$ cat config.mk
export PLATFORM = sky130hd
export DESIGN_NAME = fifo_frame_packer
export DESIGN_NICKNAME = d
export VERILOG_FILES = /design/src/rtl/fifo_frame_pkg.sv /design/src/rtl/frame_checksum.sv /design/src/rtl/fifo_frame_packer.sv
export SDC_FILE = /design/constraint.sdc
export NUM_CORES = 1
export LEC_CHECK = 0
export CAP_MARGIN = 25
export CORE_MARGIN = 5
export CORE_UTILIZATION = 55
export CTS_BUF_LIST = sky130_fd_sc_hd__clkbuf_4 sky130_fd_sc_hd__clkbuf_8
export CTS_CLUSTER_SIZE = 28
export DETAILED_ROUTE_END_ITERATION = 8
export PLACE_DENSITY = 0.82
export SYNTH_ARGS = -nofsm -noshare
export SYNTH_HDL_FRONTEND = slang
export SYNTH_SLANG_ARGS = --single-unit
$ cat constraint.sdc
create_clock -name read_clk -period 3.32 [get_ports read_clk]
set_input_delay 0.332 -clock read_clk [delete_from_list [all_inputs] [get_ports read_clk]]
set_output_delay 0.332 -clock read_clk [all_outputs]
set_load 0.005 [all_outputs]
$ cat src/rtl/fifo_frame_pkg.sv
// rtl/fifo_frame_pkg.sv - shared constants for the FIFO frame packer
package fifo_frame_pkg;

    typedef logic [2:0] state_t;

    localparam state_t ST_IDLE = 3'd0;
    localparam state_t ST_HDR  = 3'd1;
    localparam state_t ST_SEQ  = 3'd2;
    localparam state_t ST_PAY  = 3'd3;
    localparam state_t ST_CHK  = 3'd4;

    localparam logic [7:0] HEADER_DEFAULT = 8'hA5;
    localparam int         CHK_W          = 8;

endpackage

$ cat src/rtl/frame_checksum.sv
// rtl/frame_checksum.sv - modulo-256 running sum of the bytes of one frame
module frame_checksum
    import fifo_frame_pkg::*;
(
    input  logic             read_clk,
    input  logic             reset,
    input  logic             clear,
    input  logic             add,
    input  logic [CHK_W-1:0] data_byte,
    output logic [CHK_W-1:0] sum
);

    // Accumulate each byte as it enters the output register; clear wins over add.
    always_ff @(posedge read_clk) begin
        if (!reset || clear) begin
            sum <= '0;
        end else if (add) begin
            sum <= sum + data_byte;
        end
    end

endmodule

$ cat src/rtl/fifo_frame_packer.sv
// rtl/fifo_frame_packer.sv - pops FIFO words and emits header/seq/payload/checksum frames
module fifo_frame_packer
    import fifo_frame_pkg::*;
#(
    parameter int         FRAME_LEN = 4,
    parameter logic [7:0] HEADER    = HEADER_DEFAULT
) (
    input  logic        read_clk,
    input  logic        reset,
    input  logic [7:0]  fifo_data,
    input  logic        fifo_empty,
    output logic        fifo_rd_en,
    output logic [7:0]  frame_data,
    output logic        frame_valid,
    input  logic        frame_ready,
    output logic        frame_last,
    output logic [15:0] frame_count
);

    localparam logic [7:0] LEN8 = 8'(FRAME_LEN);

    state_t           state;
    logic [7:0]       seq;
    logic [7:0]       pay_cnt;
    logic [CHK_W-1:0] sum;
    logic             slot_free;
    logic             cs_clear;
    logic             cs_add;
    logic [CHK_W-1:0] cs_byte;

    // The output register may take a new byte when empty or being drained this edge.
    assign slot_free  = !frame_valid || frame_ready;
    assign fifo_rd_en = ((state == ST_SEQ) || (state == ST_PAY)) && slot_free
                        && !fifo_empty && (pay_cnt < LEN8);

    // Feed the checksum with the seq byte and every popped payload byte.
    always_comb begin
        cs_add   = 1'b0;
        cs_byte  = fifo_data;
        cs_clear = 1'b0;
        if ((state == ST_HDR) && slot_free) begin
            cs_add  = 1'b1;
            cs_byte = seq;
        end else if (fifo_rd_en) begin
            cs_add = 1'b1;
        end
        if ((state == ST_CHK) && frame_valid && frame_ready) begin
            cs_clear = 1'b1;
        end
    end

    frame_checksum u_checksum (
        .read_clk  (read_clk),
        .reset     (reset),
        .clear     (cs_clear),
        .add       (cs_add),
        .data_byte (cs_byte),
        .sum       (sum)
    );

    // Frame sequencer and output register; nothing loads unless the slot is free.
    always_ff @(posedge read_clk) begin
        if (!reset) begin
            state       <= ST_IDLE;
            frame_data  <= 8'h00;
            frame_valid <= 1'b0;
            frame_last  <= 1'b0;
            frame_count <= 16'h0000;
            seq         <= 8'h00;
            pay_cnt     <= 8'h00;
        end else begin
            case (state)
                ST_IDLE: begin
                    if (slot_free) begin
                        if (!fifo_empty) begin
                            frame_data  <= HEADER;
                            frame_valid <= 1'b1;
                            frame_last  <= 1'b0;
                            pay_cnt     <= 8'h00;
                            state       <= ST_HDR;
                        end else begin
                            frame_valid <= 1'b0;
                        end
                    end
                end
                ST_HDR: begin
                    if (slot_free) begin
                        frame_data  <= seq;
                        frame_valid <= 1'b1;
                        state       <= ST_SEQ;
                    end
                end
                ST_SEQ: begin
                    if (fifo_rd_en) begin
                        frame_data  <= fifo_data;
                        frame_valid <= 1'b1;
                        pay_cnt     <= 8'h01;
                        state       <= ST_PAY;
                    end else if (slot_free) begin
                        frame_valid <= 1'b0;
                    end
                end
                ST_PAY: begin
                    if (slot_free && (pay_cnt == LEN8)) begin
                        frame_data  <= sum;
                        frame_valid <= 1'b1;
                        frame_last  <= 1'b1;
                        state       <= ST_CHK;
                    end else if (fifo_rd_en) begin
                        frame_data  <= fifo_data;
                        frame_valid <= 1'b1;
                        pay_cnt     <= pay_cnt + 8'h01;
                    end else if (slot_free) begin
                        frame_valid <= 1'b0;
                    end
                end
                ST_CHK: begin
                    // frame_valid is always set here, so a free slot means the checksum was taken.
                    if (slot_free) begin
                        frame_valid <= 1'b0;
                        frame_last  <= 1'b0;
                        frame_count <= frame_count + 16'h0001;
                        seq         <= seq + 8'h01;
                        state       <= ST_IDLE;
                    end
                end
                default: begin
                    state <= ST_IDLE;
                end
            endcase
        end
    end

endmodule

* Word-level counts from Yosys, hierarchy flattened
Index checks and enable logic that the tools add are counted.
** Operators by class
- $add $sub $neg :: 4
- Order comparisons :: 1
- Equality and inequality tests :: 13
- Multiplexer cells :: 35
- Reductions and logical operators :: 24
** Operators by type and width (number)
- two-way mux 8 bit :: 11
- case mux 8 bit (4 select lines) :: 1
- case mux 8 bit (3 select lines) :: 1
- two-way mux 3 bit :: 6
- adder 16 x 1 -> 16 bit, second input constant :: 1
- adder 8 x 1 -> 8 bit, second input constant :: 2
- case mux 3 bit (5 select lines) :: 1
- inequality test 2 bit, second input constant :: 7
- two-way mux 1 bit :: 13
- AND reduction 6 bit :: 2
- adder 8 bit :: 1
- == test 8 x 3 -> 1 bit, second input constant :: 1
- < comparator 8 x 3 -> 1 bit, second input constant :: 1
- logical AND 1 bit :: 7
- == test 3 x 2 -> 1 bit, second input constant :: 2
- nonzero test 3 bit :: 2
- case mux 1 bit (5 select lines) :: 1
- AND reduction 5 bit :: 1
- nonzero test 5 bit :: 1
- AND reduction 4 bit :: 1
- nonzero test 4 bit :: 1
- == test 3 x 1 -> 1 bit, second input constant :: 1
- == test 3 bit, second input constant :: 1
- logical NOT 1 bit :: 3
- 6 further kinds :: 8
** Word-level totals
- Register bits :: 53
- Bits of input ports :: 12
- Output and inout port bits :: 27
- Logic and storage cells :: 85

* Depth between registers and ports, before layout
- Word-level depth :: 8
- Depth in mapped cells :: 14
- Mapped depth without buffers :: 12

* Modules after synthesis
A second synthesis with hierarchy kept.
** Second synthesis, totals
- Cell total of the unflattened synthesis :: 353
- Area, all modules :: 3129.3 µm²
** Modules (own cells, without submodules)
- fifo_frame_packer :: times used 1, cells each 282, area each 2506.2 µm², sequential area each 900.9 µm²
- frame_checksum :: times used 1, cells each 71, area each 623.1 µm², sequential area each 160.2 µm²

* Least setup slack after synthesis
Ideal clock, no wire load.
- Path type :: input to register
- Start point :: input port frame_ready
- End point :: register u_checksum.sum[7]
- Setup time :: 0.071 ns
- Arrival time :: 2.943 ns
- Path slack :: 0.306 ns
- Cell stages on the path :: 12
- Buffers on the path :: 2
- Cells stage by stage :: nand2b_1 clkbuf_1 nand2_1 clkbuf_1 mux2_2 ha_1 a211oi_1 o21ai_0 a31oi_1 xnor2_1 or3_1 a21oi_1
** On the way
- Word-level cells in the longest chain between the ends :: 6
** Ends and longest elaborated chain
- from (decl) :: line fifo_frame_packer.sv:15 : input logic frame_ready,
- branches (longest 6 deep; another with adder 8 bit)
- to (signal assigned) :: line frame_checksum.sv:18 : sum <= sum + data_byte;
- to (decl) :: line frame_checksum.sv:10 : output logic [CHK_W-1:0] sum
Several ways; the timed one is not identified.
A chain may end at the register's enable or synchronous reset.

* Worst setup path after layout
Same ends and word-level chain as after synthesis.

==> flow_metrics.env <==
export IMPL_status="finished, final reports clean"
export IMPL_synth_warnings=0
export IMPL_wl_um=7040
export IMPL_postRouteAntennaNets=0
export IMPL_cts_sinks=53
export IMPL_ys_seq_area_frac=0.358
export IMPL_finalNonFillerCells=455
export IMPL_fin_skew_ns=0.00883
export IMPL_power_mw=1.46
export IMPL_fill_cells=435
export IMPL_drt_iter0_markers=155
export IMPL_hold_viol=0
export IMPL_track_usage=0.206
export IMPL_hpwl_um=5160
export IMPL_synth_cells=344
export IMPL_antenna_found_initial=0
export IMPL_crit_slowest_cell="clkdlybuf4s50_1"
export IMPL_boundaryPins=39
export IMPL_vias=2621
export IMPL_holdBufCountCts=0
export IMPL_rsz0062_at_grt="false"
export IMPL_tritoncts="built"
export IMPL_crit_arrival_ns=3.18
export IMPL_fp_dieW_um=83.4
export IMPL_final_cell_mix="dfxtp_1, clkdlybuf4s50_1, nand2_1"
export IMPL_final_common_cell="dfxtp_1"
export IMPL_drv_cap=0
export IMPL_worstPathCellList="clkdlybuf4s50_1, nand2b_1, nand2_1, mux2_2, ha_1, a211oi_1, o21ai_0, a31oi_1, xnor2_1, or3_1, a21oi_1"
export IMPL_leakagePower_nw=1.38
export IMPL_nets=408
export IMPL_tightest_slew_ns=0.692
export IMPL_viasPerCell=5.76
export IMPL_rows=26
export IMPL_synth_net_count=368
export IMPL_finalWeightedCongestion=0.918
export IMPL_fin_crit_sh=0.884
export IMPL_max_stage_delay_ns=0.45
export IMPL_path_buf_inv=1
export IMPL_synth_flop_cell="dfxtp_1"
export IMPL_slew_headroom=0.537
export IMPL_drv_slew=0
export IMPL_io_buffer_count=38
export IMPL_path_delay_family="compound AO/OA/AOI/OAI gates"
export IMPL_cts_buffers=5
export IMPL_die_h_um=83.4
export IMPL_insertion_delay_ns=0.31
export IMPL_async_flop_share=0
export IMPL_synth_cell_type_count=53
export IMPL_antenna_cells=0
export IMPL_grt_pass1_vias=2534
export IMPL_postCtsSetupRepairBufs=0
export IMPL_initial_core_util=0.573
export IMPL_die_area_mm2=0.00696
export IMPL_cp_start_kind="input pin"
export IMPL_layout_drive_gt1_share=0.0935
export IMPL_synth_seq_cells=53
export IMPL_netlist_area_mm2=0.00297
export IMPL_grt_pass1_wl_um=11900
export IMPL_cts_htree_levels=2
export IMPL_crit_path_end_kind="register"
export IMPL_grt_remaining_overflow=0
export IMPL_placedCellCount=447
export IMPL_hold_slack_ns=0.468
export IMPL_grt_max_degree=24
export IMPL_crit_required_ns=3.56
export IMPL_peakVddDrop_mv=0.241
export IMPL_synth_edf_count=0
export IMPL_period_minus_slack_ns=2.94
export IMPL_syn_to_final_growth_pct=19.2
export IMPL_root_buffer="clkbuf_8"
export IMPL_clk_pin_slew_ns=0.10
export IMPL_firstDrtPassIters=4
export IMPL_clock_path_buffers=2
export IMPL_hold_class="reg2reg"
export IMPL_tns_ns=0
export IMPL_postSynthAreaPerCell_um2=8.62
export IMPL_setup_viol=0
export IMPL_drc=0
export IMPL_cp_max_fo=7
export IMPL_wl_per_cell_um=15.5
export IMPL_core_mm2=0.00517
export IMPL_max_freq_mhz=341
export IMPL_cts_resized_gates=0
export IMPL_crit_type="in2reg"
export IMPL_powerDensity_mw_per_mm2=413
==> final timing paths <==
path                         startpoint                        endpoint  slack, ns  cells past startpoint
max                         frame_ready  u_checksum.sum[7]$_SDFFE_PP0P_       0.38                     11
min          frame_data[2]$_SDFFE_PN0P_      frame_data[2]$_SDFFE_PN0P_       0.47                      2
max reg2reg       state[2]$_SDFFE_PN0P_  u_checksum.sum[7]$_SDFFE_PP0P_       0.48                     10
min reg2reg  frame_data[2]$_SDFFE_PN0P_      frame_data[2]$_SDFFE_PN0P_       0.47                      2
==> area by class of cell <==
class / instances / area, µm² / share of cell area
Clock inverter: 2 / 15.0 / 0.00425
Timing Repair Buffer: 48 / 455 / 0.129
Sequential cell: 53 / 1060 / 0.300
Tap cell: 70 / 87.6 / 0.0248
Multi-Input combinational cell: 266 / 1800 / 0.510
Inverter: 10 / 37.5 / 0.0106
Clock buffer: 6 / 76.3 / 0.0216
==> cells in the mapped netlist (5+ instances only) <==
cell type / n / area (µm²)
a21oi_1: 25 / 125
and2_1: 25 / 156
and3_1: 5 / 31.3
and4_1: 5 / 43.8
clkbuf_1: 13 / 48.8
dfxtp_1: 53 / 1060
ha_1: 11 / 138
inv_1: 10 / 37.5
mux2i_1: 8 / 80.1
nand2_1: 29 / 109
nand3_1: 10 / 50.1
nand4_1: 7 / 43.8
nor2_1: 18 / 67.6
nor2b_1: 8 / 50.1
o21ai_0: 21 / 105
or3_1: 5 / 31.3
xnor2_1: 21 / 184
xor2_1: 7 / 61.3
==> through the flow <==
step           worst slack [ns]  utilization  cell area [µm²]
5_1_grt                   0.165        0.683             3530
3_5_place_dp              0.136        0.666             3440
4_1_cts                   0.421        0.683             3530
6_report                  0.384        0.683             3530
3_3_place_gp              0.209        0.666             3440
2_1_floorplan             0.306            -             2970
==> tightest hold or removal path: stages, from the launching register on <==
cell and delay, ns:
dfxtp_1 0.34, nand2_1 0.05, o21ai_0 0.06
==> kinds of logic after synthesis <==
| group | after synthesis | share of synthesized area |
|---|---|---|
| AND/OR/NAND/NOR | 133 | 0.257 |
| adder cells (fa/ha/maj) | 12 | 0.0532 |
| flip-flops | 53 | 0.358 |
| multiplexers | 12 | 0.0422 |
| buffers and inverters | 25 | 0.0346 |
| XOR/XNOR | 28 | 0.0827 |
| AO/OA/AOI/OAI | 81 | 0.172 |
==> per-layer routing <==
metal,global-route usage,vias to the layer above,wire [µm]
li1,-,1303,-
met1,0.254,1219,3050
met2,0.360,84,3440
met3,0.0416,15,421
met4,0.0629,0,126
met5,0,-,0
==> state kept, by name, indices dropped and copies added (netlist names) <==
signal          count
frame_count        16
frame_data          8
frame_last          1
frame_valid         1
pay_cnt             8
seq                 8
state               3
u_checksum.sum      8
==> report_power, final <==
| group | internal (mW) | switching (mW) |
|---|---|---|
| clock network | 0.157 | 0.215 |
| registers | 0.672 | 0.0298 |
| logic | 0.183 | 0.205 |
| total | 1.01 | 0.449 |
(Power assumes the default switching activity.)
